<file path="config.mk">
export PLATFORM = sky130hd
export DESIGN_NAME = rtc_countdown_timer
export DESIGN_NICKNAME = d
export VERILOG_FILES = /design/src/rtl/rtc_countdown_timer.sv
export SDC_FILE = /design/constraint.sdc
export NUM_CORES = 1
export LEC_CHECK = 0
export BUFFER_PORTS_ARGS = -buffer_cell sky130_fd_sc_hd__buf_2
export CORE_MARGIN = 2
export CORE_UTILIZATION = 59
export CTS_CLUSTER_DIAMETER = 150
export CTS_CLUSTER_SIZE = 28
export DETAILED_ROUTE_END_ITERATION = 8
export PLACE_DENSITY = 0.79
export SLEW_MARGIN = 20
export SYNTH_ARGS = -nofsm -noshare
export SYNTH_HDL_FRONTEND = slang
export SYNTH_SLANG_ARGS = --single-unit
</file>
<file path="constraint.sdc">
create_clock -name i_clk -period 4.3 [get_ports i_clk]
set_input_delay 0.215 -clock i_clk [delete_from_list [all_inputs] [get_ports i_clk]]
set_output_delay 0.215 -clock i_clk [all_outputs]
set_load 0.1 [all_outputs]
</file>
<file path="src/rtl/rtc_countdown_timer.sv">
// BCD HH:MM:SS.hh count-down timer driven by the shared RTC clock step.
// Expiry stops the count (or reloads it) and raises a one-cycle interrupt plus a sticky alarm.
module rtc_countdown_timer #(
  parameter bit OPT_AUTORELOAD = 1'b0
) (
  input  logic        i_clk,
  input  logic        i_reset,
  input  logic [31:0] i_ckstep,
  input  logic        i_load,
  input  logic [30:0] i_load_value,
  input  logic        i_start,
  input  logic        i_stop,
  input  logic        i_ack,
  output logic [30:0] o_value,
  output logic        o_running,
  output logic        o_alarm,
  output logic        o_int
);

  typedef enum logic {ST_STOP = 1'b0, ST_RUN = 1'b1} state_t;

  localparam logic [30:0] VALUE_MASK = 31'h7F7F_7FFF;

  function automatic logic [4:0] dig_dec(input logic [3:0] d, input logic [3:0] wrap,
                                         input logic bin);
    logic [4:0] r;
    if (!bin) begin
      r = {1'b0, d};
    end else if (d == 4'd0) begin
      r = {1'b1, wrap};
    end else begin
      r = {1'b0, d - 4'd1};
    end
    return r;
  endfunction

  // Whole-counter decrement; bits 15 and 23 stay zero, 10hr is a plain binary field.
  function automatic logic [30:0] bcd_dec(input logic [30:0] v);
    logic [30:0] r;
    logic [4:0]  t;
    logic        b;
    r = 31'h0;
    t = dig_dec(v[3:0], 4'd9, 1'b1);          r[3:0]   = t[3:0]; b = t[4];
    t = dig_dec(v[7:4], 4'd9, b);             r[7:4]   = t[3:0]; b = t[4];
    t = dig_dec(v[11:8], 4'd9, b);            r[11:8]  = t[3:0]; b = t[4];
    t = dig_dec({1'b0, v[14:12]}, 4'd5, b);   r[14:12] = t[2:0]; b = t[4];
    t = dig_dec(v[19:16], 4'd9, b);           r[19:16] = t[3:0]; b = t[4];
    t = dig_dec({1'b0, v[22:20]}, 4'd5, b);   r[22:20] = t[2:0]; b = t[4];
    t = dig_dec(v[27:24], 4'd9, b);           r[27:24] = t[3:0]; b = t[4];
    r[30:28] = b ? (v[30:28] - 3'd1) : v[30:28];
    return r;
  endfunction

  state_t      state_q, state_d;
  logic [30:0] cnt_q, cnt_d;
  logic [30:0] rel_q, rel_d;
  logic [30:0] dec_q;
  logic        dec_vld_q;
  logic        pend_q, pend_d;
  logic        alarm_q, alarm_d;
  logic        int_q, int_d;
  logic [47:0] step_q, step_d;
  logic [47:0] acc_q, acc_d;
  logic [48:0] acc_sum_s;
  logic        tick_s;
  logic        want_s;
  logic [30:0] load_val_s;

  assign step_d     = {16'h0, i_ckstep} * 48'd100;
  assign acc_sum_s  = {1'b0, acc_q} + {1'b0, step_q};
  assign tick_s     = (state_q == ST_RUN) && acc_sum_s[48];
  assign acc_d      = (state_q == ST_RUN) ? acc_sum_s[47:0] : acc_q;
  assign want_s     = tick_s || pend_q;
  assign load_val_s = i_load_value & VALUE_MASK;

  // A tick that lands while the precomputed decrement is stale is held one cycle.
  always_comb begin
    cnt_d   = cnt_q;
    rel_d   = rel_q;
    state_d = state_q;
    alarm_d = alarm_q && !i_ack;
    int_d   = 1'b0;
    pend_d  = 1'b0;
    if (i_load) begin
      cnt_d   = load_val_s;
      rel_d   = load_val_s;
      alarm_d = 1'b0;
      if (load_val_s == 31'h0) begin
        state_d = ST_STOP;
      end else begin
        state_d = state_q;
      end
    end else if (i_stop) begin
      state_d = ST_STOP;
    end else begin
      if (i_start && (cnt_q != 31'h0)) begin
        state_d = ST_RUN;
      end else begin
        state_d = state_q;
      end
      if ((state_q == ST_RUN) && want_s) begin
        if (!dec_vld_q) begin
          pend_d = 1'b1;
        end else if (cnt_q == 31'h1) begin
          int_d   = 1'b1;
          alarm_d = 1'b1;
          if (OPT_AUTORELOAD && (rel_q != 31'h0)) begin
            cnt_d = rel_q;
          end else begin
            cnt_d   = 31'h0;
            state_d = ST_STOP;
          end
        end else begin
          cnt_d = dec_q;
        end
      end else begin
        pend_d = 1'b0;
      end
    end
  end

  always_ff @(posedge i_clk) begin
    step_q <= step_d;
    if (i_reset) begin
      state_q   <= ST_STOP;
      cnt_q     <= 31'h0;
      rel_q     <= 31'h0;
      dec_q     <= 31'h0;
      dec_vld_q <= 1'b0;
      pend_q    <= 1'b0;
      alarm_q   <= 1'b0;
      int_q     <= 1'b0;
      acc_q     <= 48'h0;
    end else begin
      state_q   <= state_d;
      cnt_q     <= cnt_d;
      rel_q     <= rel_d;
      dec_q     <= bcd_dec(cnt_q);
      dec_vld_q <= (cnt_d == cnt_q);
      pend_q    <= pend_d;
      alarm_q   <= alarm_d;
      int_q     <= int_d;
      acc_q     <= acc_d;
    end
  end

  assign o_value   = cnt_q;
  assign o_running = (state_q == ST_RUN);
  assign o_alarm   = alarm_q;
  assign o_int     = int_q;

endmodule

</file>
Yosys cells after proc, flatten, opt, wreduce, memory -nomap -nowiden
Index checks and enable logic that the tools add are counted.
{ "word_totals": {"ff_bits": 152, "latch_bits": 0, "output_inout_bits": 34, "inputBits": 69, "n_memories": 0, "romBits": 0, "ram_bits": 0, "wordCells": 82} }
{ "op_classes": {"n_bitwise": 2, "n_eq_ne": 3, "n_mux": 39, "reduce_logical": 18, "mul": 1, "n_addsub": 9, "n_div": 0, "magnitude_cmp": 0, "shift": 0} }
{ "ops": {"columns": ["cell", "n"], "rows": [
  ["$mux 31", 5],
  ["$mux 5", 20],
  ["$add 48x39->49", 1],
  ["$mul 32x5->37 const B", 1],
  ["$eq 31x1->1 const B", 1],
  ["$eq 31x31->1", 1],
  ["$logic_not 31->1", 1],
  ["$reduce_bool 31->1", 1],
  ["$logic_not 4->1", 5],
  ["$sub 4x1->4 const B", 5],
  ["$mux 1", 13],
  ["$sub 3x1->4 const B", 2],
  ["$logic_not 3->1", 2],
  ["$reduce_or 5->1", 1],
  ["$logic_and 1x1->1", 4],
  ["$reduce_or 4->1", 1],
  ["$mux 3", 1],
  ["$sub 3x1->3 const B", 1],
  ["$ne 2x1->1 const B", 1],
  ["$not 1->1", 2],
  ["$reduce_or 2->1", 1],
  ["$logic_not 1->1", 1],
  ["$logic_or 1x1->1", 1]
]} }

Depth between registers and ports, before layout
Gate-level depths: netlist of the first run.
{ "logic_depth": {"depth_word": 16, "mapped_depth": 15, "ltp_nobuf": 15} }

Worst setup path before layout of the first run
Ideal clock, no wire load.
{ "synth_timing": {"path_kind": "input to register", "start": "in i_ckstep[22]", "end": "reg step_q[38]", "setup_time_ps": 72, "t_arrival_ps": 3466, "path_stages": 15, "path_buffers": 0, "setup_slack_ps": 762, "required_time_ps": 4228, "cell_sequence": "ha_1 ha_1 inv_1 fa_1 inv_1 ha_1 and2_1 a221oi_1 o211ai_1 or3_1 o21ai_0 o2111ai_1 a31o_2 a21oi_1 xnor2_1"} }
{ "synth_via": {"elab_chain_len": 1} }
{ "synth_lines": {"columns": ["item", "line_no", "source"], "rows": [
  ["start, declared", "8", "input logic [31:0] i_ckstep,"],
  ["$mul 32x5->37", "69", "assign step_d = {16'h0, i_ckstep} * 48'd100;"],
  ["named net step_d[38]", "62", "logic [47:0] step_q, step_d;"],
  ["end signal, assigned", "123", "step_q <= step_d;"],
  ["end, declared", "62", null]
]} }
The timed path passes the listed nets, and every way through them passes these cells.
A chain may end at the register's enable or synchronous reset.

Worst setup path after layout of the first run
{ "layout_timing": {"start": "in i_ckstep[2]", "end": "reg step_q[38]"} }
The elaborated chain is that of the path after synthesis.

==> metrics.yaml, run 1 <==
clockRootBuffer: "clkbuf_16"
maxSlewViolCount: 0
fillers: 1749
ys_types: 82
crit_path_end_kind: "register"
drtIter0Drc: 775
post_cts_buffers: 0
dieArea_sq_um: 21400
core-area_sq_um: 20000
clockPowerShare_pct: 25.4
syn_inst: 1468
io_buffer_count: 100
final_layout_size_suffix_gt1_share_pct: 11.4
drt-pass1-iter-count: 7
async_flop_share_pct: 0
multi_input_area_sq_um: 8010
dp_slack_ns: 0.165
syn_area_per_cell_sq_um: 8.15
slowest_delay_ns: 0.54
grt_max_degree: 84
synthFlopType: "dfxtp_1"
num_vias: 10485
finalSetupViolCount: 0
cap_violations: 0
crit_chain: "dlygate4sd3_1, buf_2, ha_1, ha_1, inv_1, fa_1, inv_1, ha_1, a21oi_1, o21ai_0, o221ai_1, a21boi_1, o21ai_0, o2111ai_1, a31o_2, a21oi_1, xnor2_1"
skew_ns: 0.0133
grt_pass1_wl_microns: 46500
fin_area_sq_um: 13200
ctsLongestPathBuffers: 2
p_seq_share_pct: 31.3
path_common_cell: "ha_1"
drcViolationCount: 0
ant_nets: 0
worst_pin_slew_ns: 0.915
layout.nets: 1767
synth-seq-area-share_pct: 24.8
grt_use_total_pct: 26.0
regArea_sq_um: 2960
post_dp_cell_area_sq_um: 12600
critPathLaunchType: "primary input"
hold_viol_final: 0
combPwrFrac_pct: 43.3
dp_cells: 1775
synth_warnings: 0
gr-total-overflow: 0
crit_slowest_cell: "dlygate4sd3_1"
insertion_delay_ns: 0.43
switching_share_pct: 39.0
critPathKind: "primary input to register"
path_delay_family: "compound AO/OA/AOI/OAI gates"
synth_area_leaders: "dfxtp_1 25%, ha_1 15%, inv_1 5.6%, fa_1 4.7%, nor2_1 4.6%"
hold_class: "primary input to register"
syn_area_sq_um: 12000
syn-num-nets: 1708
gp_congestion: 0.980
row_count: 52
status: "complete, no violations"
numClockSinks: 148
p_leak_nw: 6.19
final_common_cell: "inv_1"
rsz0062_at_grt: "no"
path_buf_inv: 4
r2r_setup_slack_ns: 0.90
yosysTopAreaCell: "dfxtp_1"
worstPathArrival_ns: 4.30
critical_path.max_fanout: 4
die_w_microns: 146
netSwitchingPower_mw: 2.21
path_clk_slew_ns: 0.06
wl_microns: 27900
area_growth_pct: 9.93
initial_core_util_pct: 59.7
fmax_mhz: 253
synth_top_area_share_pct: 24.8
h-tree-depth: 4
ys_ff_latch: 148
instances_no_fill: 1809
wire_per_inst_microns: 15.4
tns_ns: 0
vias_per_cell: 5.80
cts_tree: "done"
fin_crit_sh_pct: 91.7
powerDensity_nw_per_um2: 430
grt_pass1_vias: 9888
ioPinCount: 103
die_y_microns: 146
maxSlewHeadroom_pct: 39.0
fin_crit_ns: 3.94
fin_ws_ns: 0.355
vdd_drop_max_mv: 0.277
required_ns: 4.65
synth_edf_count: 0
p_int_mw: 3.45
grt_antenna_before_repair: 0
cts-buffers-inserted: 17
final_cell_mix: "178 x inv_1, 147 x dfxtp_1, 146 x nor2_1, 143 x ha_1"
n_antenna_cell: 0
post-dp-hpwl_microns: 20700
-- Yosys cell counts, types with 30 or more instances --
library cell and n:
a311oi_1 30, mux2i_1 30, nand2_1 99, a21oi_1 77, xnor2_1 61, nand3_1 48, clkbuf_1 50, ha_1 143
o21ai_0 37, nor2_1 146, dfxtp_1 148, inv_1 178, a21o_1 35, xor2_1 39
-- state kept, by name, summed over array words and instances (netlist names) --
name,flops
acc_q,46
step_q,37
o_value,31
dec_q,29
dec_vld_q,1
o_alarm,1
o_int,1
o_running,1
pend_q,1
-- cell type report --
class,count,area share [%]
Clock buffer,18,3.26
Clock inverter,13,1.05
Inverter,178,5.08
Multi-Input combinational cell,1070,60.9
Sequential cell,148,22.5
Tap cell,270,2.57
Timing Repair Buffer,112,4.57
-- cells by family (layout without fill, tap and decap cells) --
group | count (synthesis) | in the layout | share of synthesized area (%)
mux | 35 | 35 | 2.98
xor+xnor | 100 | 100 | 7.32
simple gates | 452 | 452 | 18.9
buf+inv | 250 | 321 | 8.25
flops | 148 | 148 | 24.8
fa+ha+maj | 171 | 171 | 19.6
compound gates | 312 | 312 | 18.2
-- worst register-to-register path: cells and delay by family (launching register included) --
| kind | cells | cell delay [ns] |
|---|---|---|
| AOI/OAI and AO/OA | 6 | 1.41 |
| adders and majority gates | 2 | 0.61 |
| and+or+nand+nor | 3 | 0.54 |
| buffers and inverters | 2 | 0.42 |
| DFF | 1 | 0.33 |
-- final timing paths --
check	endpoint	depth (start not counted)	startpoint
setup / recovery	step_q[38]	17	i_ckstep[2]
hold / removal	pend_q	2	i_stop
setup reg to reg	o_value[12]	13	acc_q[2]
hold reg to reg	acc_q[12]	2	acc_q[12]
-- layer usage --
layer	up-vias	part of all wire [%]	global-route usage (%)
met4	0	2.6	9.37
li1	5241	-	-
met1	4826	45	34.4
met5	-	0	0
met2	360	47	43.6
met3	58	5.4	3.53
-- power by group through the flow --
stage,combinational (mW),sequential [mW],clock (mW)
after global routing,2.75,1.79,1.52
after global placement,2.33,1.79,0
final,2.45,1.77,1.44
after detailed placement,2.40,1.79,0
after CTS,2.43,1.76,1.46
after floorplan,1.84,1.84,0
-- through the flow --
stage / total power, mW / utilization, % / hold slack, ns
floorplan: 3.69 / - / 0.243
global placement: 4.11 / 62.6 / 0.357
detailed placement: 4.19 / 62.6 / 0.359
CTS: 5.65 / 65.6 / 0.0149
global route: 6.06 / 65.6 / 0.0317
finish: 5.66 / 65.6 / 0.0325
-- timing repair --
item,CTS,global route
hold endpoints to repair,3,0
endpoints found under the setup margin,0,1
hold buffers,3,0
resized for setup,0,1
Note: power is estimated with default switching activity, not from simulation.
==> run 2, diff against run 1 <==
--- a/config.mk
+++ b/config.mk
@@ -7,11 +7,11 @@
 export LEC_CHECK = 0
 export BUFFER_PORTS_ARGS = -buffer_cell sky130_fd_sc_hd__buf_2
 export CORE_MARGIN = 2
-export CORE_UTILIZATION = 59
+export CORE_UTILIZATION = 60
 export CTS_CLUSTER_DIAMETER = 150
 export CTS_CLUSTER_SIZE = 28
 export DETAILED_ROUTE_END_ITERATION = 8
-export PLACE_DENSITY = 0.79
+export PLACE_DENSITY = 0.8
 export SLEW_MARGIN = 20
 export SYNTH_ARGS = -nofsm -noshare
 export SYNTH_HDL_FRONTEND = slang
==> run 2 against run 1 <==
Sequential power barely moved. Cell count barely moved. Clock skew fell by 0.0029 ns. Highest routed layer unchanged.
==> metrics.yaml, run 2 (synthesis gave the netlist of run 1 again) <==
status: "complete, no violations"
critPathLaunchType: "primary input"
fin_crit_ns: 4.06
layout.nets: 1770
p_leak_nw: 6.22
holdWs_ns: 0.0426
final_common_cell: "inv_1"
io_buffer_count: 100
die_w_microns: 145
vias_per_cell: 5.87
hold_viol_final: 0
fin_area_sq_um: 13200
final_cell_mix: "178 x inv_1, 147 x dfxtp_1, 146 x nor2_1, 143 x ha_1"
finalSetupViolCount: 0
num_vias: 10615
tns_ns: 0
drcViolationCount: 0
netSwitchingPower_mw: 2.20
slowest_delay_ns: 0.52
multi_input_area_sq_um: 8010
instances_no_fill: 1808
insertion_delay_ns: 0.43
vdd_drop_max_mv: 0.233
grt_use_total_pct: 25.9
grt_antenna_before_repair: 0
total_power_mw: 5.69
crit_start: "i_ckstep[2]"
rsz0062_at_grt: "no"
regMostFlops: "acc_q"
fin_ws_ns: 0.245
clockRootBuffer: "clkbuf_16"
critPathKind: "primary input to register"
min_from: "i_ckstep[3]"
die_y_microns: 145
gr-total-overflow: 0
worstPathArrival_ns: 4.42
cap_violations: 0
hold_class: "primary input to register"
ctsResizeCount: 0
critical_path.max_fanout: 4
core-area_sq_um: 19500
drt-pass1-iter-count: 5
dieArea_sq_um: 21100
p_seq_share_pct: 31.1
grt_pass1_vias: 9953
drtIter0Drc: 709
largest_register_ffs: 46
ant_nets: 0
post_dp_cell_area_sq_um: 12600
skew_ns: 0.0103
required_ns: 4.66
fillers: 1669
maxSlewHeadroom_pct: 45.2
r2r_start: "acc_q[2]"
path_common_cell: "ha_1"
row_count: 51
clockPowerShare_pct: 26.1
n_antenna_cell: 0
combPwrFrac_pct: 42.8
crit_slowest_cell: "dlygate4sd3_1"
grt_pass1_wl_microns: 46400
p_int_mw: 3.49
maxSlewViolCount: 0
utilization_pct: 67.6
worst_pin_slew_ns: 0.821
h-tree-depth: 4
grt_max_degree: 82
crit_path_end_kind: "register"
wire_per_inst_microns: 15.2
ioPinCount: 103
dp_cells: 1772
crit_chain: "dlygate4sd3_1, buf_2, ha_1, ha_1, inv_1, fa_1, inv_1, ha_1, a21oi_1, o21ai_0, o221ai_1, a21boi_0, buf_4, o21ai_0, o2111ai_1, a31o_2, a21oi_1, xnor2_1"
path_clk_slew_ns: 0.06
fmax_mhz: 247
dp_slack_ns: 0.258
numClockSinks: 148
cts_tree: "done"
wl_microns: 27500
powerDensity_nw_per_um2: 431
post-dp-hpwl_microns: 20700
switching_share_pct: 38.7
ctsLongestPathBuffers: 2
area_growth_pct: 10.3
initial_core_util_pct: 61.3
path_delay_family: "compound AO/OA/AOI/OAI gates"
gp_congestion: 0.938
path_buf_inv: 5
regArea_sq_um: 2960
fin_crit_sh_pct: 94.3
final_layout_size_suffix_gt1_share_pct: 11.5
cts-buffers-inserted: 17
==> run 2: cell count changes in the layout (fill, tap and decap cells not counted) <==
cell and delta:
clkbuf_8 +2, clkinvlp_4 -3, clkinv_4 +1, dlygate4sd3_1 +1, inv_6 +1, clkbuf_1 +1
buf_4 +2, clkinv_2 -1, a21boi_1 -1, a21boi_0 +1
==> run 2: worst paths after layout <==
check	endpoint	slack [ns]	cells after the start
max reg2reg	o_value[2]	0.85	13
min	step_q[5]	0.04	2
max	step_q[38]	0.24	18
min reg2reg	acc_q[12]	0.48	2
==> run 2: final cells by class <==
| cell class | instances | share of cell area (%) |
|---|---|---|
| timing repair buffer | 115 | 4.74 |
| inverter | 178 | 5.06 |
| clock buffer | 21 | 3.49 |
| clock inverter | 11 | 0.967 |
| tap | 265 | 2.51 |
| sequential | 148 | 22.5 |
| multi-input combinational | 1070 | 60.8 |
==> run 2: timing repair <==
action / 4_1_cts / 5_1_grt
hold endpoints to repair: 4 / 0
buffers inserted: 0 / 0
setup endpoints to repair: 0 / 0
hold buffers: 4 / 0
==> run 2: routing by layer <==
metal	vias up	track usage (%)	wire length, microns	part of all wire [%]
li1	5243	-	-	-
met3	71	4.43	1590	5.8
met2	347	42.3	12600	46
met1	4954	34.6	12500	46
met4	0	8.92	753	2.7
met5	-	0	0	0
==> run 2: power groups by stage <==
| stage | Combinational, mW | Clock [mW] | Sequential (mW) |
|---|---|---|---|
| 4_1_cts | 2.43 | 1.50 | 1.77 |
| 2_1_floorplan | 1.84 | 0 | 1.84 |
| 3_3_place_gp | 2.33 | 0 | 1.79 |
| 3_5_place_dp | 2.40 | 0 | 1.79 |
| 5_1_grt | 2.73 | 1.56 | 1.79 |
| 6_report | 2.44 | 1.48 | 1.77 |
==> run 3, diff against run 2 <==
--- a/config.mk
+++ b/config.mk
@@ -5,7 +5,7 @@
 export SDC_FILE = /design/constraint.sdc
 export NUM_CORES = 1
 export LEC_CHECK = 0
-export BUFFER_PORTS_ARGS = -buffer_cell sky130_fd_sc_hd__buf_2
+export BUFFER_PORTS_ARGS = -buffer_cell sky130_fd_sc_hd__buf_4
 export CORE_MARGIN = 2
 export CORE_UTILIZATION = 60
 export CTS_CLUSTER_DIAMETER = 150
==> run 3 against run 2 <==
Sequential cell count is the same. Sequential share of layout area fell by 0.39 points. Cell count unchanged. Clock-buffer cell count is the same. Combinational power up 2%. Final area up 1.8%. Die area stayed put. Clock skew shrank 0.0018 ns. Maximum frequency up 3.4%. Hold slack lost 0.018 ns. Critical path type unchanged. Largest cell class unchanged. Largest power group unchanged.
==> metrics.yaml, run 3 (synthesis gave the netlist of run 1 again) <==
powerDensity_nw_per_um2: 423
wl_microns: 28100
critical_path.max_fanout: 4
grt_use_total_pct: 26.5
area_growth_pct: 12.2
ant_nets: 0
cap_violations: 0
cts_tree: "done"
hold_class: "primary input to register"
vias_per_cell: 5.87
num_vias: 10610
dp_cells: 1773
fin_crit_ns: 3.92
grt_antenna_before_repair: 0
post_cts_buffers: 0
grt_pass1_wl_microns: 47700
worst_pin_slew_ns: 0.882
fillers: 1624
fin_crit_sh_pct: 91.2
maxSlewViolCount: 0
min_from: "i_ckstep[3]"
wire_per_inst_microns: 15.6
critPathLaunchType: "primary input"
p_leak_nw: 6.28
vdd_drop_max_mv: 0.246
row_count: 51
die_y_microns: 145
gr-total-overflow: 0
instances_no_fill: 1808
gp_congestion: 0.924
fin_ws_ns: 0.378
skew_ns: 0.00855
core-area_sq_um: 19500
post-dp-hpwl_microns: 21200
hold_viol_final: 0
drcViolationCount: 0
r2r_start: "o_value[1]"
dp_slack_ns: 0.242
crit_path_end_kind: "register"
grt_max_degree: 86
ioPinCount: 103
path_clk_slew_ns: 0.06
h-tree-depth: 4
finalSetupViolCount: 0
regArea_sq_um: 2960
numClockSinks: 148
largest_register_ffs: 46
initial_core_util_pct: 61.3
tns_ns: 0
n_antenna_cell: 0
fmax_mhz: 255
crit_start: "i_ckstep[2]"
rsz0062_at_grt: "no"
final_layout_size_suffix_gt1_share_pct: 11.6
cts-buffers-inserted: 17
dieArea_sq_um: 21100
final_cell_mix: "178 x inv_1, 147 x dfxtp_1, 146 x nor2_1, 143 x ha_1, 112 x buf_4"
clockRootBuffer: "clkbuf_16"
insertion_delay_ns: 0.43
required_ns: 4.65
layout.nets: 1771
drtIter0Drc: 804
drt-pass1-iter-count: 6
multi_input_area_sq_um: 8020
maxSlewHeadroom_pct: 41.2
status: "complete, no violations"
worstPathArrival_ns: 4.27
final_common_cell: "inv_1"
die_w_microns: 145
critPathKind: "primary input to register"
io_buffer_count: 100
grt_pass1_vias: 10131
ctsLongestPathBuffers: 2
regMostFlops: "acc_q"
## run 3: cell types whose count changed in the layout (fill, tap and decap cells not counted), sizes merged
cell / delta
clkinv: -1
buf: +1
bufinv: -1
inv: +1
## run 3: final timing paths
| kind | to | slack, ns | cells after the start |
|---|---|---|---|
| worst min-delay path | step_q[5] | 0.02 | 2 |
| worst max-delay path | step_q[30] | 0.38 | 18 |
| worst max register to register | dec_q[25] | 0.85 | 11 |
| worst min register to register | acc_q[12] | 0.48 | 2 |
## run 3: area by class of cell
| type | count | area share [%] |
|---|---|---|
| clock inverters | 10 | 0.755 |
| inverters | 178 | 4.98 |
| well taps | 265 | 2.47 |
| multi-input cells | 1070 | 59.7 |
| clock buffers | 21 | 3.43 |
| repair buffers | 116 | 6.56 |
| flip-flops and latches | 148 | 22.1 |
## run 3: per-stage QoR
| stage | cell area, sq um | hold WS [ns] | utilization, % | power [mW] |
|---|---|---|---|---|
| after floorplan | 12000 | 0.243 | - | 3.69 |
| after global placement | 12800 | 0.348 | 65.6 | 4.15 |
| after detailed placement | 12800 | 0.347 | 65.6 | 4.23 |
| after CTS | 13400 | 0.0166 | 68.7 | 5.66 |
| after global routing | 13400 | 0.0215 | 68.8 | 6.05 |
| final | 13400 | 0.0248 | 68.8 | 5.67 |
## run 3: worst max-delay path, cell delays in order
cell and delay, ns:
dlygate4sd3_1 0.53, buf_4 0.14, ha_1 0.29, ha_1 0.28
inv_1 0.05, fa_1 0.50, inv_1 0.04, ha_1 0.33
a21oi_1 0.21, o21ai_0 0.16, o221ai_1 0.23, a21boi_0 0.15
buf_4 0.17, nor4_2 0.20, nor3_1 0.13, a311o_1 0.34
a21oi_1 0.18, xnor2_1 0.14
## run 3: timing repair
action | in CTS | in global routing
endpoints found under the hold margin | 4 | 0
hold buffers | 4 | 0
resized for setup | 0 | 2
endpoints found under the setup margin | 0 | 2
## run 3: power by group
| part | internal [mW] | total [mW] | switching, mW |
|---|---|---|---|
| sequential | 1.61 | 1.77 | 0.165 |
| combinational | 1.03 | 2.49 | 1.46 |
| clock | 0.827 | 1.42 | 0.589 |
| total | 3.46 | 5.67 | 2.21 |
## run 3: per-layer routing
| metal | GRT usage (%) | share of wire, % | wire [microns] | up-vias |
|---|---|---|---|---|
| li1 | - | - | - | 5252 |
| met1 | 35.4 | 45 | 12700 | 4956 |
| met2 | 43.9 | 46 | 13100 | 350 |
| met3 | 4.72 | 6.1 | 1720 | 52 |
| met4 | 7.79 | 2.1 | 605 | 0 |
| met5 | 0 | 0 | 0 | - |
